$ cat src/rtl/maze_map_store.sv
// Writable maze map store: loads a map (row words plus start/end points) from a
// byte-wide ROM, then serves registered cell queries and run-time door writes.
module maze_map_store #(
    parameter int COLS = 8,
    parameter int ROWS = 8,
    parameter int RW   = 3,
    parameter int CW   = 3,
    parameter int MSW  = 2
) (
    input  logic                 clk,
    input  logic                 rst_n,
    input  logic                 load_req,
    input  logic [MSW-1:0]       map_sel,
    output logic                 busy,
    output logic                 load_done,
    output logic                 map_valid,
    output logic                 rom_en,
    output logic [MSW+RW:0]      rom_addr,
    input  logic [COLS-1:0]      rom_data,
    input  logic                 q_valid,
    input  logic [RW-1:0]        q_row,
    input  logic [CW-1:0]        q_col,
    output logic                 q_ack,
    output logic                 q_open,
    output logic                 q_start,
    output logic                 q_end,
    input  logic                 w_en,
    input  logic [RW-1:0]        w_row,
    input  logic [CW-1:0]        w_col,
    input  logic                 w_open,
    output logic [RW-1:0]        start_row,
    output logic [CW-1:0]        start_col,
    output logic [RW-1:0]        end_row,
    output logic [CW-1:0]        end_col
);

    localparam int IW  = RW + 1;
    localparam int CWX = CW + 1;
    localparam logic [RW:0] ROWS_I   = IW'(ROWS);
    localparam logic [RW:0] LAST_IDX = IW'(ROWS + 1);
    localparam logic [CW:0] COLS_I   = CWX'(COLS);

    typedef enum logic [1:0] {IDLE, ISSUE, DRAIN} state_t;

    state_t             state;
    logic [MSW-1:0]     sel;
    logic               cap_v;
    logic [RW:0]        cap_idx;
    // Ascending packed range so that the word MSB lands on column 0.
    logic [0:COLS-1]    rows [2**RW];

    logic q_in;
    logic w_in;

    always_comb begin
        q_in = ({1'b0, q_row} < ROWS_I) && ({1'b0, q_col} < COLS_I);
        w_in = ({1'b0, w_row} < ROWS_I) && ({1'b0, w_col} < COLS_I);
    end

    always_ff @(posedge clk or negedge rst_n) begin
        if (!rst_n) begin
            state     <= IDLE;
            sel       <= '0;
            busy      <= 1'b0;
            load_done <= 1'b0;
            map_valid <= 1'b0;
            rom_en    <= 1'b0;
            rom_addr  <= '0;
            cap_v     <= 1'b0;
            cap_idx   <= '0;
            rows      <= '{default: '0};
            start_row <= '0;
            start_col <= '0;
            end_row   <= '0;
            end_col   <= '0;
            q_ack     <= 1'b0;
            q_open    <= 1'b0;
            q_start   <= 1'b0;
            q_end     <= 1'b0;
        end else begin
            load_done <= 1'b0;
            // Word issued at edge k is on rom_data after k+1 and captured at k+2.
            cap_v   <= rom_en;
            cap_idx <= rom_addr[RW:0];

            case (state)
                IDLE: begin
                    if (load_req) begin
                        sel       <= map_sel;
                        rom_addr  <= {map_sel, IW'(0)};
                        rom_en    <= 1'b1;
                        busy      <= 1'b1;
                        map_valid <= 1'b0;
                        state     <= ISSUE;
                    end
                end
                ISSUE: begin
                    if (rom_addr[RW:0] == LAST_IDX) begin
                        rom_en <= 1'b0;
                        state  <= DRAIN;
                    end else begin
                        rom_addr <= {sel, rom_addr[RW:0] + IW'(1)};
                    end
                end
                DRAIN: begin
                    busy      <= 1'b0;
                    load_done <= 1'b1;
                    map_valid <= 1'b1;
                    state     <= IDLE;
                end
                default: state <= IDLE;
            endcase

            if (cap_v) begin
                if (cap_idx < ROWS_I) begin
                    rows[cap_idx[RW-1:0]] <= rom_data;
                end else if (cap_idx == ROWS_I) begin
                    start_row <= rom_data[RW+CW-1:CW];
                    start_col <= rom_data[CW-1:0];
                end else begin
                    end_row <= rom_data[RW+CW-1:CW];
                    end_col <= rom_data[CW-1:0];
                end
            end

            if (w_en && map_valid && !busy && w_in) begin
                rows[w_row][w_col] <= w_open;
            end

            q_ack   <= q_valid;
            q_open  <= q_valid && map_valid && q_in && rows[q_row][q_col];
            q_start <= q_valid && map_valid && q_in && (q_row == start_row) && (q_col == start_col);
            q_end   <= q_valid && map_valid && q_in && (q_row == end_row) && (q_col == end_col);
        end
    end

endmodule
$ cat config.mk
export PLATFORM = sky130hd
export DESIGN_NAME = maze_map_store
export DESIGN_NICKNAME = d
export VERILOG_FILES = /design/src/rtl/maze_map_store.sv
export SDC_FILE = /design/constraint.sdc
export NUM_CORES = 1
export LEC_CHECK = 0
export CORE_MARGIN = 5
export CORE_UTILIZATION = 40
export CTS_BUF_LIST = sky130_fd_sc_hd__clkbuf_2
export CTS_CLUSTER_DIAMETER = 60
export CTS_CLUSTER_SIZE = 16
export DETAILED_ROUTE_END_ITERATION = 16
export GPL_ROUTABILITY_DRIVEN = 0
export MAX_ROUTING_LAYER = met4
export PLACE_DENSITY = 0.65
export SYNTH_ARGS = -nofsm -noshare
export SYNTH_HDL_FRONTEND = slang
export SYNTH_SLANG_ARGS = --single-unit
$ cat constraint.sdc
create_clock -name clk -period 2.2 [get_ports clk]
set_clock_uncertainty 0.1 [all_clocks]
set_input_delay 0.33 -clock clk [delete_from_list [all_inputs] [get_ports clk]]
set_output_delay 0.33 -clock clk [all_outputs]
set_load 0.05 [all_outputs]
Yosys cells after proc, flatten, opt, wreduce, memory -nomap -nowiden:

Index checks and enable logic that the tools add are counted.

* register bits: 99
* input bits: 28
* output and inout port bits: 26
* logic and storage cells: 105

* $add $sub $neg: 1
* order comparisons: 9
* equality and inequality tests: 11
* multiplexer cells: 30
* bitwise operators: 7
* reduce and logical (&&, ||, !) cells: 22

Operator list (count)
* 64-bit 2-to-1 mux: 3
* 64-bit bitwise mux: 2
* 8-bit demux with 3-bit select: 2
* 8-bit 2-to-1 mux: 4
* 8-bit binary-select mux with 3-bit select: 1
* 4-bit >= comparator, second input constant: 5
* 3-bit inverter with 4-bit output: 5
* 3-bit == test: 4
* 4-bit by 1-bit less-than comparator with 1-bit output, second input constant: 3
* 6-bit 2-to-1 mux: 2
* 6-bit one-hot mux with 2 select lines: 1
* 3-bit AND reduction: 4
* 1-bit logical AND: 11
* 4-bit == test, second input constant: 2
* 1-bit 2-to-1 mux: 7
* 2-bit inequality test, second input constant: 3
* 1-bit one-hot mux with 2 select lines: 3
* 2-bit AND reduction: 3
* 4-bit by 1-bit adder with 4-bit output, second input constant: 1
* 4-bit less-than comparator, second input constant: 1
* 2-bit 2-to-1 mux: 2
* 2-bit one-hot mux with 2 select lines: 1
* 2-bit nonzero test: 2
* 1-bit binary-select mux with 3-bit select: 1
* 6 further kinds: 7

Logic depth before layout (Yosys ltp):

Gate-level depths: netlist (run 1).

* depth in word-level cells: 10
* mapped depth: 8
* mapped depth without buffers: 6

Worst setup path after synthesis (run 1):

Ideal clock, no wire load.

* kind: reg-to-reg
* start: register map_valid
* end: register rows[51] (netlist name)
* library setup time: 0.120 ns
* arrival time: 1.923 ns
* required time: 1.980 ns
* path slack: 0.057 ns
* stages on the path, launching flop included: 7
* path buffers: 1
* clock period less this slack: 2.143 ns
* path through: dfrtp_1 -> nand2_1 -> or3_1 -> nor3b_2 -> buf_4 -> a21oi_1 -> a31o_2

* longest elaborated chain between the ends: 3

RTL lines
* start, declared: RTL line 16 `output logic map_valid,`
* start signal, assigned: RTL line 66 `map_valid <= 1'b0;`
* start signal, assigned: RTL line 93 `map_valid <= 1'b0;`
* start signal, assigned: RTL line 108 `map_valid <= 1'b1;`
* 1-bit logical AND (2 in series): RTL line 126 `if (w_en && map_valid && !busy && w_in) begin`
* 64-bit 2-to-1 mux: RTL line 126
* end signal, assigned by index: RTL line 116 `rows[cap_idx[RW-1:0]] <= rom_data;`
* end signal, assigned by index: RTL line 127 `rows[w_row][w_col] <= w_open;`
* end, declared: RTL line 50 `logic [0:COLS-1] rows [2**RW];`

Every way passes these cells.
A chain may end at the register's enable or synchronous reset.

Worst setup path in the final report (run 1):

* start: register rom_addr[2]
* end: output port rom_addr[2]

RTL lines
* start, declared: RTL line 18 `output logic [MSW+RW:0] rom_addr,`
* start signal, assigned: RTL line 90 `rom_addr <= {map_sel, IW'(0)};`
* start signal, assigned: RTL line 102 `rom_addr <= {sel, rom_addr[RW:0] + IW'(1)};`

No word-level cell between the ends.

==> metrics.md, run 1 <==
| Metric | Value |
|---|---|
| Status | `finished, final reports clean` |
| Sequential fraction of the synthesis area | `0.4407` |
| Logic pwr share | `0.486` |
| GRT overflow | `0` |
| Synth Area per Inst | `11.27 um^2` |
| Synth Area in Adders | `0.004451` |
| Area Overhead vs Synth | `19.10%` |
| Via/cell ratio | `5.567` |
| Post-synth top area share | `0.4407` |
| Layout cells sized above 1 | `0.2845` |
| Fraction of synthesized area in multiplexers | `0.2442` |
| Htree depth | `3` |
| Crit path capture type | `output port` |
| Seq pwr share | `0.399` |
| Skew-Pair Late Insertion Delay | `0.63 ns` |
| Sw Share | `0.4064` |
| Worst Path Required | `1.77 ns` |
| Yosys top cell by area | `dfrtp_1` |
| Initial antenna violation count | `0` |
| Pwr/cell area | `1260 nW/um^2` |
| Post-synthesis compound-gate area fraction | `0.1398` |
| Via count of the first global-routing pass | `4302` |
| Max-Slew Margin vs Limit | `0.5752` |
| Sequential cell area | `2477 um^2` |
| Die Span X | `128.6 um` |
| CP cell instances | `dlygate4sd2_1` |
| Fin crit share | `0.9553` |
| Commonest non-fill, non-tap cell in the layout | `dfrtp_1` |
| GRT Overall Usage | `0.1909` |
| Cell family with most CP delay | `buffers and inverters` |
| Port Buffers | `53` |
| Crit Path Class | `flip-flop to output port` |
| Clock transition at the registers of the reported paths | `between 0.2 and 0.3 ns` |
| DP HPWL | `10860 um` |
| CTS Buf Count | `9` |
| Leakage | `2.789 nW` |
| Setup violators final | `0` |
| WHS | `0.07054 ns` |
| Placed insts | `735` |
| Number of fill cells | `between 1000 and 1500` |
| CTS tree | `done` |
| Reg-to-Reg Start | `cap_idx[3]` |
| Syn nets | `~530` |
| Simple-Gate Fraction of Synth Area | `0.1073` |
| Post-Syn Area | `approximately 5600 um^2` |
| WL met2 | `6823 um` |
| Maximum Capacitance Violations | `0` |
| Post-Route WL | `14650 um` |
| Met1 WL | `6546 um` |
| Final min period | `2.102 ns` |
| Count of final hold-check violations | `0` |
| CP bufs+invs | `1` |
| Fin nets | `598` |
| Die Area | `16530 um^2` |
| Non-Filler Instances | `753` |
| Met3 WL post-DR | `972 um` |
| Synth Area in XOR/XNOR | `0.02181` |
| Top Ports | `between 50 and 60` |
| Remaining antenna violation count | `0` |
| Area contributors post-synth | `dfrtp_1 (44%), mux2i_1 (9.8%), mux2_2 (9.4%)` |
| Critical path's slowest cell | `dlygate4sd2_1` |
| Most frequent cells in the layout | `dfrtp_1 (99), mux2i_1 (55), mux2_2 (47)` |
| Drt wl/cell | `around 19 um` |
| Worst min path class | `primary input to async pin` |
| First-pass GRT wire length | `23740 um` |
| Fmax | `around 480 MHz` |
| Cell-internal power | `roughly 5.0 mW` |
| Post-synthesis register bit count | `99` |
| Row count | `43` |
| Worst-Margin Slew | `0.6373 ns` |
| Slew Viols, Final | `0` |
| Initial Utilization | `0.4066` |
| Clock sinks | `slightly below 100` |
| CP Launch Type | `flip-flop` |
| Largest net degree at the start of global routing | `42` |
| Largest family of logic cells by synthesized area | `multiplexers` |
| Reg2Reg Setup Slack | `0.23 ns` |
| TritonRoute pass-1 iters | `4` |
| Core Area | `13830 um^2` |
| CP arrival | `1.67 ns` |
| Clk network pwr share | `0.115` |
| Max Used Layer | `met4` |
| Starting DRC count in detailed routing | `around 290` |
| Max stage delay on crit path | `approximately 0.55 ns` |
| ANT cells | `0` |
| Max clock buf depth | `2` |
| Post-synth cell types | `50` |
| Via count | `approximately 4200` |
| Net Sw Power | `between 3 and 4 mW` |
| Setup tns final | `0 ns` |
| Clk root buf | `clkbuf_2` |
| Die Ht | `128.6 um` |
| Cells after synthesis | `about 500` |
| Multi-input logic area | `2909 um^2` |
| Final core utilization | `0.4842` |
| Crit. Startpoint | `rom_addr[2]` |
| YS warnings | `0` |
| Worst-path fanout max | `5` |
| RSZ-0062 raised after global routing | `false` |
| Post-CTS Setup Bufs | `0` |
| Worst VDD drop | `0.5060 mV` |
| DRC | `0` |
==> area by class of cell <==
class	count	area share
inverters	6	0.003364
well taps	180	0.03364
clock inverters	7	0.01215
flip-flops and latches	99	0.3700
repair buffers	102	0.1396
multi-input cells	350	0.4345
clock buffers	9	0.006728
==> layer usage <==
metal  vias up  GRT usage
met1      2068     0.2588
met5         -          -
li1       1982          -
met3        23    0.02615
met2       119     0.2924
met4         0    0.07288
==> Yosys cell counts (all sizes together) <==
master	number
inv	6
buf	18
mux4	13
and3	2
o21bai	1
nand4	3
clkbuf	26
xnor2	6
and2	3
nand2	25
nand3	4
o31a	24
nor2b	5
a21oi	25
or3	2
o311ai	2
mux2i	55
or4b	1
o22ai	1
and3b	1
ha	2
nor3	8
or3b	1
nand2b	4
nor2	24
o211ai	2
nor3b	7
xor2	8
dfrtp	99
a311o	1
mux2	47
nand3b	6
o21ai	29
a31oi	2
nor4	6
or4	1
a2111oi	3
or2	2
a31o	24
==> cells by family after synthesis <==
family          Yosys count
buf+inv                  50
flops                    99
mux                     115
xor+xnor                 14
simple gates            105
fa+ha+maj                 2
compound gates          114
==> final timing paths <==
check                         endpoint  cells past startpoint
max reg2reg                   rows[51]                      6
min in group clk                sel[1]                      2
min reg2reg                      cap_v                      0
min                        rom_addr[4]                      2
max in group asynchronous   end_row[2]                      3
max                        rom_addr[2]                      1
==> power groups by stage <==
stage	clock network [mW]	logic, mW	registers [mW]
2_1_floorplan	0	2.61	3.76
3_3_place_gp	0	4.14	3.38
4_1_cts	1.00	4.15	3.36
6_report	0.968	4.10	3.37
3_5_place_dp	0	4.27	3.41
5_1_grt	1.07	4.49	3.46
==> flip-flops by register name, summed over array words and instances (netlist names), 2 cells and up <==
register,flops
rows,64
rom_addr,6
cap_idx,4
end_col,3
end_row,3
start_col,3
start_row,3
sel,2
state,2
==> stage by stage <==
stage	worst slack, ns	power [mW]	area, um^2
after floorplan	0.05651	6.371	5622
after global placement	-0.09922	7.523	6585
after detailed placement	-0.1323	7.679	6585
after CTS	0.009861	8.503	6700
after global routing	0.002261	9.013	6695
final	0.09823	8.435	6695
==> timing repair <==
| item | in CTS | in global routing |
|---|---|---|
| gates resized for setup | 27 | 1 |
| setup endpoints to repair | 26 | 1 |
| hold buffers | 2 | 0 |
| endpoints found under the hold margin | 100 | 0 |
Power figures use the tool's default switching activity.
==> inputs of run 2 (changes only) <==
--- a/config.mk
+++ b/config.mk
@@ -12,6 +12,7 @@
 export CTS_CLUSTER_SIZE = 16
 export DETAILED_ROUTE_END_ITERATION = 16
 export GPL_ROUTABILITY_DRIVEN = 0
+export HOLD_SLACK_MARGIN = 0.1
 export MAX_ROUTING_LAYER = met4
 export PLACE_DENSITY = 0.65
 export SYNTH_ARGS = -nofsm -noshare
==> run 2 against run 1 <==
Net effect:
- cell count increased by 0.27%
- sequential power hardly changed
- critical path depth is the same
- setup slack improved by 0.0025 ns
- combinational power about the same
- sequential cell count unchanged
- non-clock buffer count is 2 higher
- die area did not move
- design area up 0.45%
- global-route usage is 0.14 points higher
- utilization up 0.22 points
- critical path type unchanged
- highest routed layer unchanged
==> metrics.md, run 2 (synthesized netlist as in run 1, its figures left out) <==
| Metric | Value |
|---|---|
| Worst Path Required | `between 1.5 and 2 ns` |
| Logic pwr share | `0.486` |
| Remaining antenna violation count | `0` |
| Commonest non-fill, non-tap cell in the layout | `dfrtp_1` |
| Crit path depth | `1` |
| Crit path capture type | `output port` |
| Count of final hold-check violations | `0` |
| RSZ-0062 raised after global routing | `false` |
| Sw Share | `0.4068` |
| Worst VDD drop | `0.4765 mV` |
| First-pass GRT wire length | `23880 um` |
| CP bufs+invs | `1` |
| Slew Viols, Final | `0` |
| GRT Overall Usage | `0.1924` |
| TritonRoute pass-1 iters | `4` |
| WHS Path Cells | `2` |
| Largest regs | `rows: 64 flops, rom_addr: 6 flops, cap_idx: 4 flops` |
| Die Span X | `~130 um` |
| Core Area | `13830 um^2` |
| Die Ht | `128.6 um` |
| WHS | `0.2256 ns` |
| Seq pwr share | `0.399` |
| CP arrival | `between 1.5 and 2 ns` |
| Post-Route WL | `14770 um` |
| Skew-Pair Late Insertion Delay | `about 0.62 ns` |
| Clk root buf | `clkbuf_2` |
| Net Sw Power | `3.437 mW` |
| Setup violators final | `0` |
| Status | `finished, final reports clean` |
| Top Ports | `54` |
| Pwr/cell area | `1256 nW/um^2` |
| Worst min path class | `primary input to flip-flop` |
| CTS tree | `done` |
| Max reg flops | `64` |
| CTS Buf Count | `9` |
| DP HPWL | `10860 um` |
| Via count of the first global-routing pass | `4313` |
| Leakage | `roughly 2.8 nW` |
| CP Launch Type | `flip-flop` |
| Fmax | `476.4 MHz` |
| Reg-to-Reg Start | `cap_idx[3]` |
| Clock transition at the registers of the reported paths | `0.29 ns` |
| Hold path endpoint | `sel[1]` |
| Worst-path fanout max | `5` |
| Max clock buf depth | `2` |
| Reg2Reg Setup Slack | `0.22 ns` |
| CP cell instances | `dlygate4sd2_1` |
| Clock sinks | `99` |
| Row count | `between 40 and 50` |
| Layout cells sized above 1 | `0.2852` |
| DRC | `0` |
| Worst R2R End | `rows[51]` |
| Initial Utilization | `0.4066` |
| Area Overhead vs Synth | `19.63%` |
| Critical path's slowest cell | `dlygate4sd2_1` |
| Via count | `4242` |
| Clk network pwr share | `0.114` |
| ANT cells | `0` |
| Max stage delay on crit path | `around 0.55 ns` |
| Crit Path Class | `flip-flop to output port` |
| Drt wl/cell | `19.56 um` |
| Die Area | `16530 um^2` |
| Setup tns final | `0 ns` |
| Initial antenna violation count | `0` |
| Final min period | `2.099 ns` |
| Via/cell ratio | `5.619` |
| Worst-Margin Slew | `0.6344 ns` |
| Cell-internal power | `5.012 mW` |
| Cell family with most CP delay | `buffers and inverters` |
| Starting DRC count in detailed routing | `271` |
| Number of fill cells | `1264` |
| Most frequent cells in the layout | `dfrtp_1 (99), mux2i_1 (55), mux2_2 (47)` |
| Htree depth | `3` |
| Largest net degree at the start of global routing | `40` |
| Fin crit share | `0.9542` |
| Hold Crit Start | `map_sel[1]` |
| Port Buffers | `53` |
| GRT overflow | `0` |
| Post-CTS Setup Bufs | `0` |
| Fin nets | `600` |
| Reg2reg path depth | `6` |
| Max-Slew Margin vs Limit | `0.5771` |
| Maximum Capacitance Violations | `0` |
| Total Power | `between 8 and 9 mW` |
| Largest reg by FF count | `rows` |
==> run 2: cell count changes in the layout (fill, tap and decap cells not counted), sizes merged <==
cell,previous run,this run
dlygate4sd3,2,3
buf,49,50
==> run 2: final cells by class <==
class | instances | area, um^2 | area share
clock buffer | 9 | 45.04 | 0.006698
clock inverter | 7 | 81.33 | 0.01209
inverter | 6 | 22.52 | 0.003349
multi-input combinational | 350 | 2909 | 0.4326
sequential | 99 | 2477 | 0.3684
tap | 180 | 225.2 | 0.03349
timing repair buffer | 104 | 964.7 | 0.1434
==> run 2: per-layer routing <==
metal | up-vias | routed length, um | track usage
met4 | 0 | 344 | 0.07288
met2 | 130 | 6807 | 0.2954
met3 | 26 | 943 | 0.02615
met5 | - | 0 | -
li1 | 1988 | - | -
met1 | 2098 | 6670 | 0.2604
==> run 2: per-stage QoR <==
| step | std cells | cell area (um^2) | setup WS [ns] | utilization |
|---|---|---|---|---|
| 2_1_floorplan | 499 | 5622 | 0.05651 | - |
| 3_3_place_gp | 735 | 6585 | -0.09922 | 0.4762 |
| 3_5_place_dp | 735 | 6585 | -0.1323 | 0.4762 |
| 4_1_cts | 755 | 6730 | 0.009861 | 0.4867 |
| 5_1_grt | 755 | 6725 | 0.002261 | 0.4864 |
| 6_report | 755 | 6725 | 0.1008 | 0.4864 |
==> run 2: power by group through the flow <==
stage               clock, mW  combinational, mW  sequential, mW
floorplan                   0               2.61            3.76
global placement            0               4.14            3.38
detailed placement          0               4.27            3.41
CTS                      1.00               4.15            3.36
global route             1.07               4.49            3.46
finish                  0.964               4.11            3.37
==> run 2: worst max path at each step <==
stage                           start          end  slack [ns]
after floorplan             map_valid     rows[51]        0.06
after global placement       q_row[1]       q_open        -0.1
after detailed placement     q_row[1]       q_open       -0.13
after CTS                 rom_addr[0]  rom_addr[0]        0.01
after global routing      rom_addr[1]  rom_addr[1]       0.002
final                     rom_addr[2]  rom_addr[2]        0.10
==> run 2: timing repair <==
action,4_1_cts,5_1_grt
setup endpoints to repair,26,1
hold buffers,4,0
hold endpoints to repair,100,0
resized for setup,27,1
==> inputs of run 3 (changes only) <==
--- a/config.mk
+++ b/config.mk
@@ -15,6 +15,7 @@
 export HOLD_SLACK_MARGIN = 0.1
 export MAX_ROUTING_LAYER = met4
 export PLACE_DENSITY = 0.65
+export REMOVE_ABC_BUFFERS = 1
 export SYNTH_ARGS = -nofsm -noshare
 export SYNTH_HDL_FRONTEND = slang
 export SYNTH_SLANG_ARGS = --single-unit
==> run 3 against run 2 <==
Net effect:
- cell count unchanged
- non-clock buffer count unchanged
- sequential share of layout area increased by 0.25 points
- sequential power about the same
- first-iteration DRC count increased by 11%
- die area unchanged
- worst hold slack improved by 0.074 ns
- largest cell class unchanged
- largest power group unchanged
- highest routed layer unchanged
==> metrics.md, run 3 (synthesized netlist as in run 1, its figures left out) <==
| Metric | Value |
|---|---|
| Core Area | `13830 um^2` |
| Final setup margin | `0.1440 ns` |
| TritonRoute pass-1 iters | `5` |
| Commonest non-fill, non-tap cell in the layout | `dfrtp_1` |
| Starting DRC count in detailed routing | `302` |
| CP cell instances | `dlygate4sd2_1` |
| Max clock buf depth | `2` |
| Fin crit share | `0.9345` |
| Clk root buf | `clkbuf_2` |
| GRT Overall Usage | `0.1933` |
| CTS Buf Count | `9` |
| Htree depth | `3` |
| Top Ports | `54` |
| Leakage | `2.791 nW` |
| Row count | `43` |
| Max reg flops | `64` |
| Critical path's slowest cell | `dlygate4sd2_1` |
| Worst R2R End | `rows[13]` |
| Status | `finished, final reports clean` |
| End of the critical path | `rom_addr[0]` |
| Worst-Margin Slew | `a little over 0.7 ns` |
| CP bufs+invs | `1` |
| Initial Utilization | `0.4066` |
| Max stage delay on crit path | `0.56 ns` |
| Reg2reg path depth | `6` |
| Setup violators final | `0` |
| Slew Viols, Final | `0` |
| Final min period | `2.056 ns` |
| Largest reg by FF count | `rows` |
| Post-CTS Setup Bufs | `0` |
| Fmax | `486.4 MHz` |
| Worst min path class | `primary input to flip-flop` |
| Worst-path fanout max | `7` |
| Post-Route WL | `between 10000 and 15000 um` |
| CTS tree | `done` |
| Count of final hold-check violations | `0` |
| Skew-Pair Late Insertion Delay | `between 0.5 and 0.6 ns` |
| Number of fill cells | `1251` |
| Pre-CTS WS | `-0.1605 ns` |
| Via/cell ratio | `~5.7` |
| Die Ht | `between 100 and 150 um` |
| Reg-to-Reg Start | `map_valid` |
| Clock transition at the registers of the reported paths | `0.21 ns` |
| RSZ-0062 raised after global routing | `false` |
| Worst Path Required | `1.77 ns` |
| Via count | `around 4300` |
| Fin nets | `600` |
| Layout cells sized above 1 | `0.2800` |
| Port Buffers | `53` |
| Area Overhead vs Synth | `18.83%` |
| Final core utilization | `0.4831` |
| Die Area | `16530 um^2` |
| GRT overflow | `0` |
| Pwr/cell area | `1226 nW/um^2` |
| Die Span X | `128.6 um` |
| DP HPWL | `about 11000 um` |
| CP arrival | `roughly 1.6 ns` |
| Max-Slew Margin vs Limit | `0.5228` |
| Initial antenna violation count | `0` |
| Crit. Startpoint | `rom_addr[0]` |
| Maximum Capacitance Violations | `0` |
| Clock sinks | `a little under 100` |
| Via count of the first global-routing pass | `4428` |
| Crit Path Class | `flip-flop to output port` |
| Reg2Reg Setup Slack | `0.29 ns` |
| Crit path depth | `1` |
| CP Launch Type | `flip-flop` |
| DRC | `0` |
| Largest regs | `rows: 64 flops, rom_addr: 6 flops, cap_idx: 4 flops` |
| Crit path capture type | `output port` |
| Largest net degree at the start of global routing | `48` |
| Worst VDD drop | `0.6945 mV` |
| Most frequent cells in the layout | `dfrtp_1 (99), mux2i_1 (55), mux2_2 (47)` |
| ANT cells | `0` |
| Drt wl/cell | `19.66 um` |
| Cell family with most CP delay | `buffers and inverters` |
| Remaining antenna violation count | `0` |
| First-pass GRT wire length | `24120 um` |
-- run 3: changes by cell type in the layout (fill, tap and decap cells not counted) --
cell / delta
clkinv_1: +2
clkinvlp_4: -1
clkinv_2: +2
inv_6: -4
bufinv_16: -1
clkinv_4: -1
dlygate4sd2_1: +1
clkbuf_2: +2
-- run 3: metrics by stage --
step	hold slack [ns]	instances	power (mW)	cell area, um^2	setup TNS [ns]
final	0.2998	755	8.187	6680	0
after global routing	0.2186	755	8.769	6680	0
after CTS	0.1130	754	8.233	6670	0
after detailed placement	0.2701	736	7.636	6605	-0.7156
after global placement	0.2625	736	7.484	6605	-0.4842
after floorplan	-0.06559	455	6.252	5409	-2.142
-- run 3: cell type report --
class / instances / area (um^2) / share of cell area
Timing Repair Buffer: 104 / 968.4 / 0.1450
Clock inverter: 4 / 17.52 / 0.002622
Clock buffer: 12 / 60.06 / 0.008990
Multi-Input combinational cell: 350 / 2909 / 0.4355
Tap cell: 180 / 225.2 / 0.03371
Sequential cell: 99 / 2477 / 0.3709
Inverter: 6 / 22.52 / 0.003371
-- run 3: what timing repair did --
| item | 4_1_cts | 5_1_grt |
|---|---|---|
| hold endpoints to repair | 100 | 5 |
| setup endpoints to repair | 26 | 0 |
| hold buffers | 2 | 1 |
| gates resized for setup | 26 | 0 |
-- run 3: power by group --
group	total, mW	switching [mW]	internal [mW]
logic	4.11	2.07	2.04
clock network	0.737	0.585	0.152
registers	3.34	0.665	2.68
-- run 3: metal layers --
metal  GRT usage  up-vias  wire [um]
met5           -        -          0
met4     0.03953        0        150
met3     0.04774       11        998
met2      0.3092      133       7214
met1      0.2518     2131       6478
li1            -     1993          -
-- run 3: worst min-delay path by stage --
stage	cells after the start	slack [ns]	from	end
finish	2	0.30	map_sel[1]	sel[1]
detailed placement	1	0.27	rst_n	start_col[1]
floorplan	0	-0.07	rst_n	busy
global placement	1	0.26	rst_n	start_col[1]
CTS	2	0.11	rst_n	rows[35]
global route	2	0.22	map_sel[1]	sel[1]
-- run 3: worst reg2reg max path: cells and delay by family, from the launching register on --
kind          cells  cell delay [ns]
simple gates      4             0.81
flops             1             0.44
mux               1             0.26
buf+inv           1             0.23
